--- src/rtl/arith_pkg.sv ---
// Shared constants for the arithmetic library: controller state encoding and default width.
package arith_pkg;

  localparam int unsigned N_DEFAULT = 4;

  localparam logic [1:0] ST_IDLE = 2'd0;
  localparam logic [1:0] ST_RUN  = 2'd1;
  localparam logic [1:0] ST_DONE = 2'd2;

endpackage

--- src/rtl/b2_adder.sv ---
// One-bit full adder cell used to build ripple-carry datapaths.
module b2_adder (
  input  logic a,
  input  logic b,
  input  logic cin,
  output logic sum,
  output logic cout
);

  assign sum  = a ^ b ^ cin;
  assign cout = (a & b) | (a & cin) | (b & cin);

endmodule

--- src/rtl/b2_sub_step.sv ---
// Combinational (N+1)-bit trial subtract a - {0,b}: ripple of b2_adder cells, b inverted, cin = 1.
module b2_sub_step #(
  parameter int N = 4
) (
  input  logic [N:0]   a,
  input  logic [N-1:0] b,
  output logic [N-1:0] diff,
  output logic         neg
);

  logic [N:0] c;

  assign c[0] = 1'b1;

  for (genvar i = 0; i < N; i++) begin : g_bit
    b2_adder u_add (
      .a   (a[i]),
      .b   (~b[i]),
      .cin (c[i]),
      .sum (diff[i]),
      .cout(c[i+1])
    );
  end

  // The divisor's top bit is an implicit 0, so its inverted form is 1.
  assign neg = a[N] ^ ~c[N];

endmodule

--- src/rtl/n4_b2_divider_seq.sv ---
// Sequential restoring divider, one quotient bit per clock with a start/done handshake.
// Define DIV_ZERO_FAST_EN to skip the iteration when the divisor is zero.
module n4_b2_divider_seq
  import arith_pkg::*;
#(
  parameter int N = N_DEFAULT
) (
  input  logic         clock,
  input  logic         reset,
  input  logic         start,
  input  logic [N-1:0] x,
  input  logic [N-1:0] y,
  output logic         busy,
  output logic         done,
  output logic [N-1:0] q,
  output logic [N-1:0] r,
  output logic         div_zero
);

  localparam int CW = $clog2(N);
  localparam logic [CW-1:0] LAST = CW'(N - 1);

  logic [1:0]    state;
  logic [CW-1:0] cnt;
  logic [N-1:0]  p_q;
  logic [N-1:0]  d_q;
  logic [N-1:0]  y_q;
  logic [N-1:0]  quo_q;

  logic [N:0]    p_shift;
  logic [N-1:0]  diff;
  logic          neg;

  assign p_shift = {p_q, d_q[N-1]};
  assign busy    = (state == ST_RUN);

  b2_sub_step #(
    .N(N)
  ) u_sub (
    .a   (p_shift),
    .b   (y_q),
    .diff(diff),
    .neg (neg)
  );

  always_ff @(posedge clock) begin
    if (reset) begin
      state    <= ST_IDLE;
      cnt      <= '0;
      p_q      <= '0;
      d_q      <= '0;
      y_q      <= '0;
      quo_q    <= '0;
      q        <= '0;
      r        <= '0;
      div_zero <= 1'b0;
      done     <= 1'b0;
    end else begin
      done <= 1'b0;
      case (state)
        ST_IDLE: begin
          if (start) begin
            y_q   <= y;
            d_q   <= x;
            p_q   <= '0;
            quo_q <= '0;
            cnt   <= '0;
`ifdef DIV_ZERO_FAST_EN
            if (y == '0) begin
              // Preload the values a full zero-divisor iteration would converge to.
              quo_q <= '1;
              p_q   <= x;
              state <= ST_DONE;
            end else begin
              state <= ST_RUN;
            end
`else
            state <= ST_RUN;
`endif
          end
        end
        ST_RUN: begin
          // Partial remainder always fits N bits after the restore decision.
          p_q   <= neg ? p_shift[N-1:0] : diff;
          d_q   <= {d_q[N-2:0], 1'b0};
          quo_q <= {quo_q[N-2:0], ~neg};
          cnt   <= cnt + 1'b1;
          if (cnt == LAST) begin
            state <= ST_DONE;
          end
        end
        ST_DONE: begin
          q        <= quo_q;
          r        <= p_q;
          div_zero <= (y_q == '0);
          done     <= 1'b1;
          state    <= ST_IDLE;
        end
        default: state <= ST_IDLE;
      endcase
    end
  end

endmodule

--- config.mk ---
export PLATFORM = sky130hd
export DESIGN_NAME = n4_b2_divider_seq
export DESIGN_NICKNAME = d
export VERILOG_FILES = /design/src/rtl/arith_pkg.sv /design/src/rtl/b2_adder.sv /design/src/rtl/b2_sub_step.sv /design/src/rtl/n4_b2_divider_seq.sv
export SDC_FILE = /design/constraint.sdc
export NUM_CORES = 1
export LEC_CHECK = 0
export CORE_AREA = 2 2 57 59
export DETAILED_ROUTE_END_ITERATION = 7
export DIE_AREA = 0 0 59 61
export PLACE_DENSITY_LB_ADDON = 0.2
export SLEW_MARGIN = 20
export SYNTH_ARGS = -nofsm -noshare
export SYNTH_HDL_FRONTEND = slang
export SYNTH_HIERARCHICAL = 1
export SYNTH_SLANG_ARGS = --single-unit
--- constraint.sdc ---
create_clock -name clock -period 3.62 [get_ports clock]
set_clock_uncertainty 0.05 [all_clocks]
set_input_delay 0.362 -clock clock [delete_from_list [all_inputs] [get_ports clock]]
set_output_delay 0.362 -clock clock [all_outputs]
set_load 0.05 [all_outputs]
## Word-level counts from Yosys, hierarchy flattened

Cells that the tools add are included.
W data, S select, Z words.

| word-level totals | value |
|---|---|
| bits of input ports | 11 |
| register bits after elaboration | 30 |

| operators by class | value |
|---|---|
| equality and inequality tests | 5 |
| multiplexer cells | 12 |
| reductions and logical operators | 6 |
| bitwise gates (word level) | 33 |
| add/sub/neg operators | 1 |

Operators by type and width:

| cell | number |
|---|---|
| $pmux W4 S2 | 3 |
| $mux W4 | 3 |
| $and A1 B1 Y1 | 10 |
| $or A1 B1 Y1 | 8 |
| $pmux W2 S2 | 2 |
| $xor A1 B1 Y1 | 8 |
| $not A1 Y1 | 7 |
| $mux W2 | 3 |
| $reduce_and A2 Y1 | 3 |
| $eq A2 B2 Y1 const B | 2 |
| $logic_not A4 Y1 | 1 |
| $add A2 B1 Y2 const B | 1 |
| $eq A2 B1 Y1 const B | 1 |
| $logic_not A2 Y1 | 1 |
| $ne A2 B1 Y1 const B | 1 |
| $ne A2 B2 Y1 const B | 1 |
| $reduce_bool A2 Y1 | 1 |
| $mux W1 | 1 |

## Longest topological paths before layout

Gate-level depths: netlist of the first run.

| logic depth | value |
|---|---|
| depth in word-level cells | 17 |
| depth in mapped cells | 9 |
| gate-level depth less buffers | 8 |

## Hierarchy

The synthesis of the first run kept the hierarchy.

Modules (own cells, without submodules):

| module | cells each | area each (um^2) | instances | seq. area each (um^2) |
|---|---|---|---|---|
| n4_b2_divider_seq | 116 | 1143.6 | 1 | 600.6 |
| b2_adder | 1 | 20.0 | 4 | 0.0 |
| b2_sub_step | 6 | 27.5 | 1 | 0.0 |

## Worst setup path before layout of the first run

Ideal clock, no wire load.

| path | value |
|---|---|
| path kind | flip-flop to flip-flop |
| start | register y_q[0] |
| end | register p_q[0] |
| stages on the path, launching flop included | 10 |
| period minus slack after synthesis | 2.731 ns |
| arrival time | 2.563 ns |
| setup time | 0.119 ns |
| buffers on the path | 1 |
| slack | 0.889 ns |
| cells stage by stage | dfxtp_1 inv_1 fa_1 fa_1 fa_1 fa_1 xnor2_1 buf_1 mux2i_1 o2bb2ai_1 |

| on the way | value |
|---|---|
| word-level cells in the longest chain between the ends | 17 |

Ends and longest elaborated chain:

| what | line | RTL |
|---|---|---|
| start: declaration | n4_b2_divider_seq.sv:27 | `logic [N-1:0] y_q;` |
| start signal: assignment | n4_b2_divider_seq.sv:63 | `y_q <= y;` |
| $not A1 Y1 (*) | b2_sub_step.sv:18 | `.b (~b[i]),` |
| $and A1 B1 Y1 | b2_adder.sv:11 | `assign cout = (a & b) \| (a & cin) \| (b & cin);` |
| $or A1 B1 Y1 | b2_adder.sv:11 |  |
| $or A1 B1 Y1 (*) | b2_adder.sv:11 |  |
| named net u_sub.c[1] | b2_sub_step.sv:11 | `logic [N:0] c;` |
| $and A1 B1 Y1 | b2_adder.sv:11 |  |
| $or A1 B1 Y1 | b2_adder.sv:11 |  |
| $or A1 B1 Y1 (*) | b2_adder.sv:11 |  |
| named net u_sub.c[2] | b2_sub_step.sv:11 |  |
| [3 not listed] | -- |  |
| named net u_sub.c[3] | b2_sub_step.sv:11 |  |
| [1 not listed] | -- |  |
| $or A1 B1 Y1 | b2_adder.sv:11 |  |
| $or A1 B1 Y1 (*) | b2_adder.sv:11 |  |
| named net u_sub.c[4] | b2_sub_step.sv:11 |  |
| $not A1 Y1 (*) | b2_sub_step.sv:26 | `assign neg = a[N] ^ ~c[N];` |
| $xor A1 B1 Y1 (*) | b2_sub_step.sv:26 |  |
| named net neg | n4_b2_divider_seq.sv:32 | `logic neg;` |
| $mux W4 (*) | n4_b2_divider_seq.sv:84 | `p_q <= neg ? p_shift[N-1:0] : diff;` |
| $pmux W4 S2 (*) | n4_b2_divider_seq.sv:60 | `case (state)` |
| end signal: assignment | n4_b2_divider_seq.sv:84 |  |
| end: declaration | n4_b2_divider_seq.sv:25 | `logic [N-1:0] p_q;` |

The timed path passes the listed nets; every way through them passes the cells marked *.
A chain may end at the register's enable or synchronous reset.

## Final worst setup path of the first run

| path | value |
|---|---|
| start | register y_q[0] |
| end | register p_q[3] |

Same word-level chain as after synthesis.

==> flow_summary.yaml, run 1 <==
global_route:
  grt_start_max_net_pins: 24
  gr-usage-all-layers: 0.142
  grt_pass1_wl_um: 3770
  grt_pass1_vias: 903
  antenna_found_initial: 0
  globalRoute.totalOverflow: 0
clock_tree:
  clk_pin_slew_ns: 0.09
  cts_hold_buf: 0
  cts_tree: "built"
  cts_made_buffers: 5
  root_buffer: "clkbuf_4"
  clock-sinks: 30
  cts.htree.levels: 2
  post_cts_resized: 0
  clockBufferDepth: 2
  postCtsSetupBuffers: 0
  clk_latency_ns: 0.32
cells_and_area:
  post-route-util: 0.523
  multi_input_area_um2: 584
  antenna_cells: 0
  area_growth_syn_to_layout_pct: 23.4
  final_layout_size_suffix_gt1_frac: 0.0952
  most-common-layout-cells: "dfxtp_1, clkdlybuf4s50_1, nand2_1, a21oi_1, mux2i_1"
  seq_area_um2: 601
  final_common_cell: "dfxtp_1"
  fin_nets: 163
  fillers: 290
synth:
  synth_top_family_by_area: "simple AND/OR/NAND/NOR gates"
  synth_fa_ha_area_frac: 0.0740
  yosysTopAreaCell: "dfxtp_1"
  synth_top_area_frac: 0.480
  synthCells: 126
  ys_warn_count: 6
  synth_compound_area_frac: 0.145
  synth_xor_area_frac: 0.00700
  synthMuxAreaShare: 0.0800
  synth_cell_types: 26
  synth_area_leaders: "dfxtp_1, mux2i_1, fa_1"
  synth-simple-area-share: 0.158
  syn_nets: 142
  syn_area_per_cell_um2: 9.93
  syn_area_um2: 1250
  ys_ff_latch: 30
  ys_seq_area_frac: 0.480
worst_setup_path:
  worstSetupPathType: "reg -> reg"
  crit_required_ns: 3.79
  startpoint_type: "flop"
  worstPathArrival_ns: 3.19
  crit_fanout: 5
  end_kind: "flop"
sta:
  drv_slew: 0
  rsz0062_at_grt: "false"
  tns_ns: 0
  fmax_ghz: 0.330
  hold_slack_ns: 0.409
  setup_viol_count_final: 0
  fin_crit_sh: 0.836
  layout_min_cycle_time_ns: 3.03
  worstMarginPinSlew_ns: 0.973
  hold_viol: 0
  maxSlewHeadroom: 0.349
die:
  die_w_um: 59
  io_pins: 22
  die_height_um: 61
  fp.dieArea_um2: 3600
  coreArea_um2: 2950
  rows: 20
  start_util: 0.424
route:
  routedWlPerCell_um: 12.1
  antenna_left: 0
  vias: 891
  drt_iter0_drc: 20
  firstDrtPassIters: 6
  routed_wl_um: 2180
  viasPerCell: 4.95
  drc: 0
place:
  dp_hpwl_um: 1620
  gp_congestion: 0.859
  port_buffers: 21
power:
  power_frac_comb: 0.132
  p_seq_frac: 0.493
  internal_power_uw: 552
  switching_share: 0.237
  power.switching_uw: 171
  leakage_uw: 0.000574
  p_clk_frac: 0.374
  power.density_nw_per_um2: 468
  ir_drop_mv: 0.236
status:
  status: "complete, no violations"
flow_run:
  maxCapViolations: 0
worst_hold_path:
  hold_class: "reg -> reg"
power groups by stage:
stage	Sequential, µW	Combinational (µW)	Clock (µW)
6_report	357	95.7	271
5_1_grt	360	107	295
4_1_cts	357	97.0	282
3_5_place_dp	365	96.6	0
3_3_place_gp	365	93.6	0
2_1_floorplan	360	77.5	0
sequential cells by signal, summed over array words and instances (netlist names):
signal / cells
done: 1
d_q: 4
state: 2
div_zero: 1
quo_q: 4
r: 4
y_q: 4
cnt: 2
p_q: 4
q: 4
through the flow:
stage	std cells	total power, µW	instance area (µm²)	worst slack (ns)
floorplan	126	438	1250	0.889
global placement	173	458	1460	0.722
detailed placement	173	461	1460	0.585
CTS	180	736	1540	0.576
global route	180	762	1540	0.431
finish	180	723	1540	0.594
worst paths after layout:
check / from / endpoint / slack (ns) / depth (start not counted)
worst max-delay path: y_q[0] / p_q[3] / 0.59 / 8
worst min-delay path: r[2] / r[2] / 0.41 / 2
worst max register to register: y_q[0] / p_q[3] / 0.59 / 8
worst min register to register: r[2] / r[2] / 0.41 / 2
layer usage:
| layer | up-vias | track usage | wire (µm) |
|---|---|---|---|
| li1 | 459 | - | - |
| met1 | 415 | 0.154 | 977 |
| met2 | 13 | 0.252 | 1080 |
| met3 | 4 | 0.0576 | 94 |
| met4 | 0 | 0.0487 | 28 |
| met5 | - | 0 | 0 |
cell usage after synthesis, drive strengths merged:
cell type and number:
nor3b 1, a2111oi 1, nor4 1, nand2 19, ha 1, inv 7
a22o 4, xnor2 1, buf 5, nand2b 4, dfxtp 30, a211oi 3
o2bb2ai 5, fa 4, a21oi 11, nor2 14, conb 1, mux2i 10
clkbuf 2, nor2b 1, o21ba 1
area by class of cell:
cell class,instances,area share
flip-flops and latches,30,0.389
multi-input cells,82,0.378
repair buffers,21,0.136
clock buffers,6,0.0332
well taps,33,0.0267
clock inverters,1,0.0194
inverters,7,0.0170
logic make-up after synthesis:
kind of cell / Yosys count
xor gates and xnor gates: 1
adders and majority gates: 5
DFF: 30
and+or+nand+nor: 40
AOI/OAI and AO/OA: 25
muxes: 10
other: 1
buffers and inverters: 14
worst max-delay path, cell delays in order, from the launching register on:
cell	delay (ns)
dfxtp_1	0.35
inv_1	0.06
fa_1	0.40
fa_1	0.39
fa_1	0.41
fa_1	0.39
xnor2_1	0.52
mux2i_1	0.26
o2bb2ai_1	0.08
Note: power is estimated with default switching activity, not from simulation.
==> run 2, diff against run 1 <==
==> constraint.sdc (replaced) <==
create_clock -name clock -period 2.9 [get_ports clock]
set_clock_uncertainty 0.05 [all_clocks]
set_input_delay 0.29 -clock clock [delete_from_list [all_inputs] [get_ports clock]]
set_output_delay 0.29 -clock clock [all_outputs]
set_load 0.05 [all_outputs]
==> flow_summary.yaml, run 2 (synthesized netlist as in run 1, its figures left out) <==
power:
  ir_drop_mv: 0.427
  power.density_nw_per_um2: 635
  leakage_uw: 0.000598
sta:
  hold_slack_ns: 0.412
  worstMarginPinSlew_ns: 0.560
  fmax_ghz: 0.372
  drv_slew: 0
  setup_viol_count_final: 0
  rsz0062_at_grt: "false"
  maxSlewHeadroom: 0.625
  hold_viol: 0
  layout_min_cycle_time_ns: 2.69
  tns_ns: 0
  fin_crit_sh: 0.927
place:
  dp_hpwl_um: 1640
  dpl_cell_area_um2: 1480
  gp_congestion: 0.826
  port_buffers: 21
global_route:
  grt_start_max_net_pins: 15
  antenna_found_initial: 0
  grt_pass1_vias: 914
  gr-usage-all-layers: 0.143
  globalRoute.totalOverflow: 0
  grt_pass1_wl_um: 3730
worst_hold_path:
  holdPathStages: 2
  hold_class: "reg -> reg"
route:
  drc: 0
  antenna_left: 0
  routedWlPerCell_um: 11.8
  viasPerCell: 4.99
  routed_wl_um: 2170
  drt_iter0_drc: 29
  firstDrtPassIters: 4
  vias: 914
worst_setup_path:
  reg2regPathDepth: 9
  crit_required_ns: 3.08
  crit_fanout: 5
  end_kind: "flop"
  worstPathArrival_ns: 2.87
  worstSetupPathType: "reg -> reg"
  startpoint_type: "flop"
clock_tree:
  clockBufferDepth: 2
  clk_pin_slew_ns: 0.10
  cts_made_buffers: 5
  clk_latency_ns: 0.33
  cts_tree: "built"
  clock-sinks: 30
  postCtsSetupBuffers: 0
  root_buffer: "clkbuf_4"
  cts.htree.levels: 2
cells_and_area:
  final_common_cell: "dfxtp_1"
  fin_nets: 165
  most-common-layout-cells: "dfxtp_1, clkdlybuf4s50_1, nand2_1, a21oi_1, mux2i_1"
  antenna_cells: 0
  stdcell_area_um2: 1590
  final_layout_size_suffix_gt1_frac: 0.120
  area_growth_syn_to_layout_pct: 27.1
die:
  io_pins: 22
  fp.dieArea_um2: 3600
  die_height_um: 61
  start_util: 0.424
  coreArea_um2: 2950
  rows: 20
  die_w_um: 59
status:
  status: "complete, no violations"
flow_run:
  maxCapViolations: 0
[run 2: changes by cell type in the layout (fill, tap and decap cells not counted), sizes merged]
cell,previous run,this run
bufinv,1,2
buf,0,2
[run 2: critical path, cell delays in order, from the launching register on]
cell       delay (ns)
dfxtp_2          0.35
inv_1            0.05
fa_1             0.40
fa_1             0.39
fa_1             0.38
fa_1             0.38
xnor2_1          0.14
buf_4            0.17
mux2i_1          0.20
o2bb2ai_1        0.09
[run 2: final cells by class]
class	instances	area (µm²)
Clock buffer	6	51.3
Clock inverter	2	60.1
Fill cell	285	1360
Inverter	7	26.3
Multi-Input combinational cell	82	584
Sequential cell	30	602
Tap cell	33	41.3
Timing Repair Buffer	23	225
[run 2: final timing paths]
path / start / end / slack, ns
max: y_q[0] / p_q[3] / 0.21
min: q[2] / q[2] / 0.41
max reg2reg: y_q[0] / p_q[3] / 0.21
min reg2reg: q[2] / q[2] / 0.41
[run 2: per-layer routing]
metal  vias up  share of wire  track usage
li1        467              -            -
met1       432           0.45        0.152
met2        13           0.49        0.252
met3         2          0.048       0.0640
met4         0         0.0083       0.0519
met5         -              0            0
[run 2: what timing repair did]
| action | in CTS | in global routing |
|---|---|---|
| resized for setup | 0 | 1 |
| setup endpoints to repair | 0 | 3 |
| hold buffers | 0 | 0 |
| endpoints found under the hold margin | 0 | 0 |
[run 2: through the flow]
stage               instances  utilization  power (µW)  setup WS, ns
floorplan                 126            -         546         0.169
global placement          175        0.500         579         0.225
detailed placement        175        0.500         581         0.156
CTS                       183        0.538        1020         0.144
global route              183        0.539        1060        0.0116
finish                    183        0.539        1010         0.211
[run 2: power breakdown]
group,internal (µW),switching [µW],total [µW]
Sequential,429,16.6,446
Clock,292,147,439
Combinational,64.8,60.5,125
Total,786,224,1010
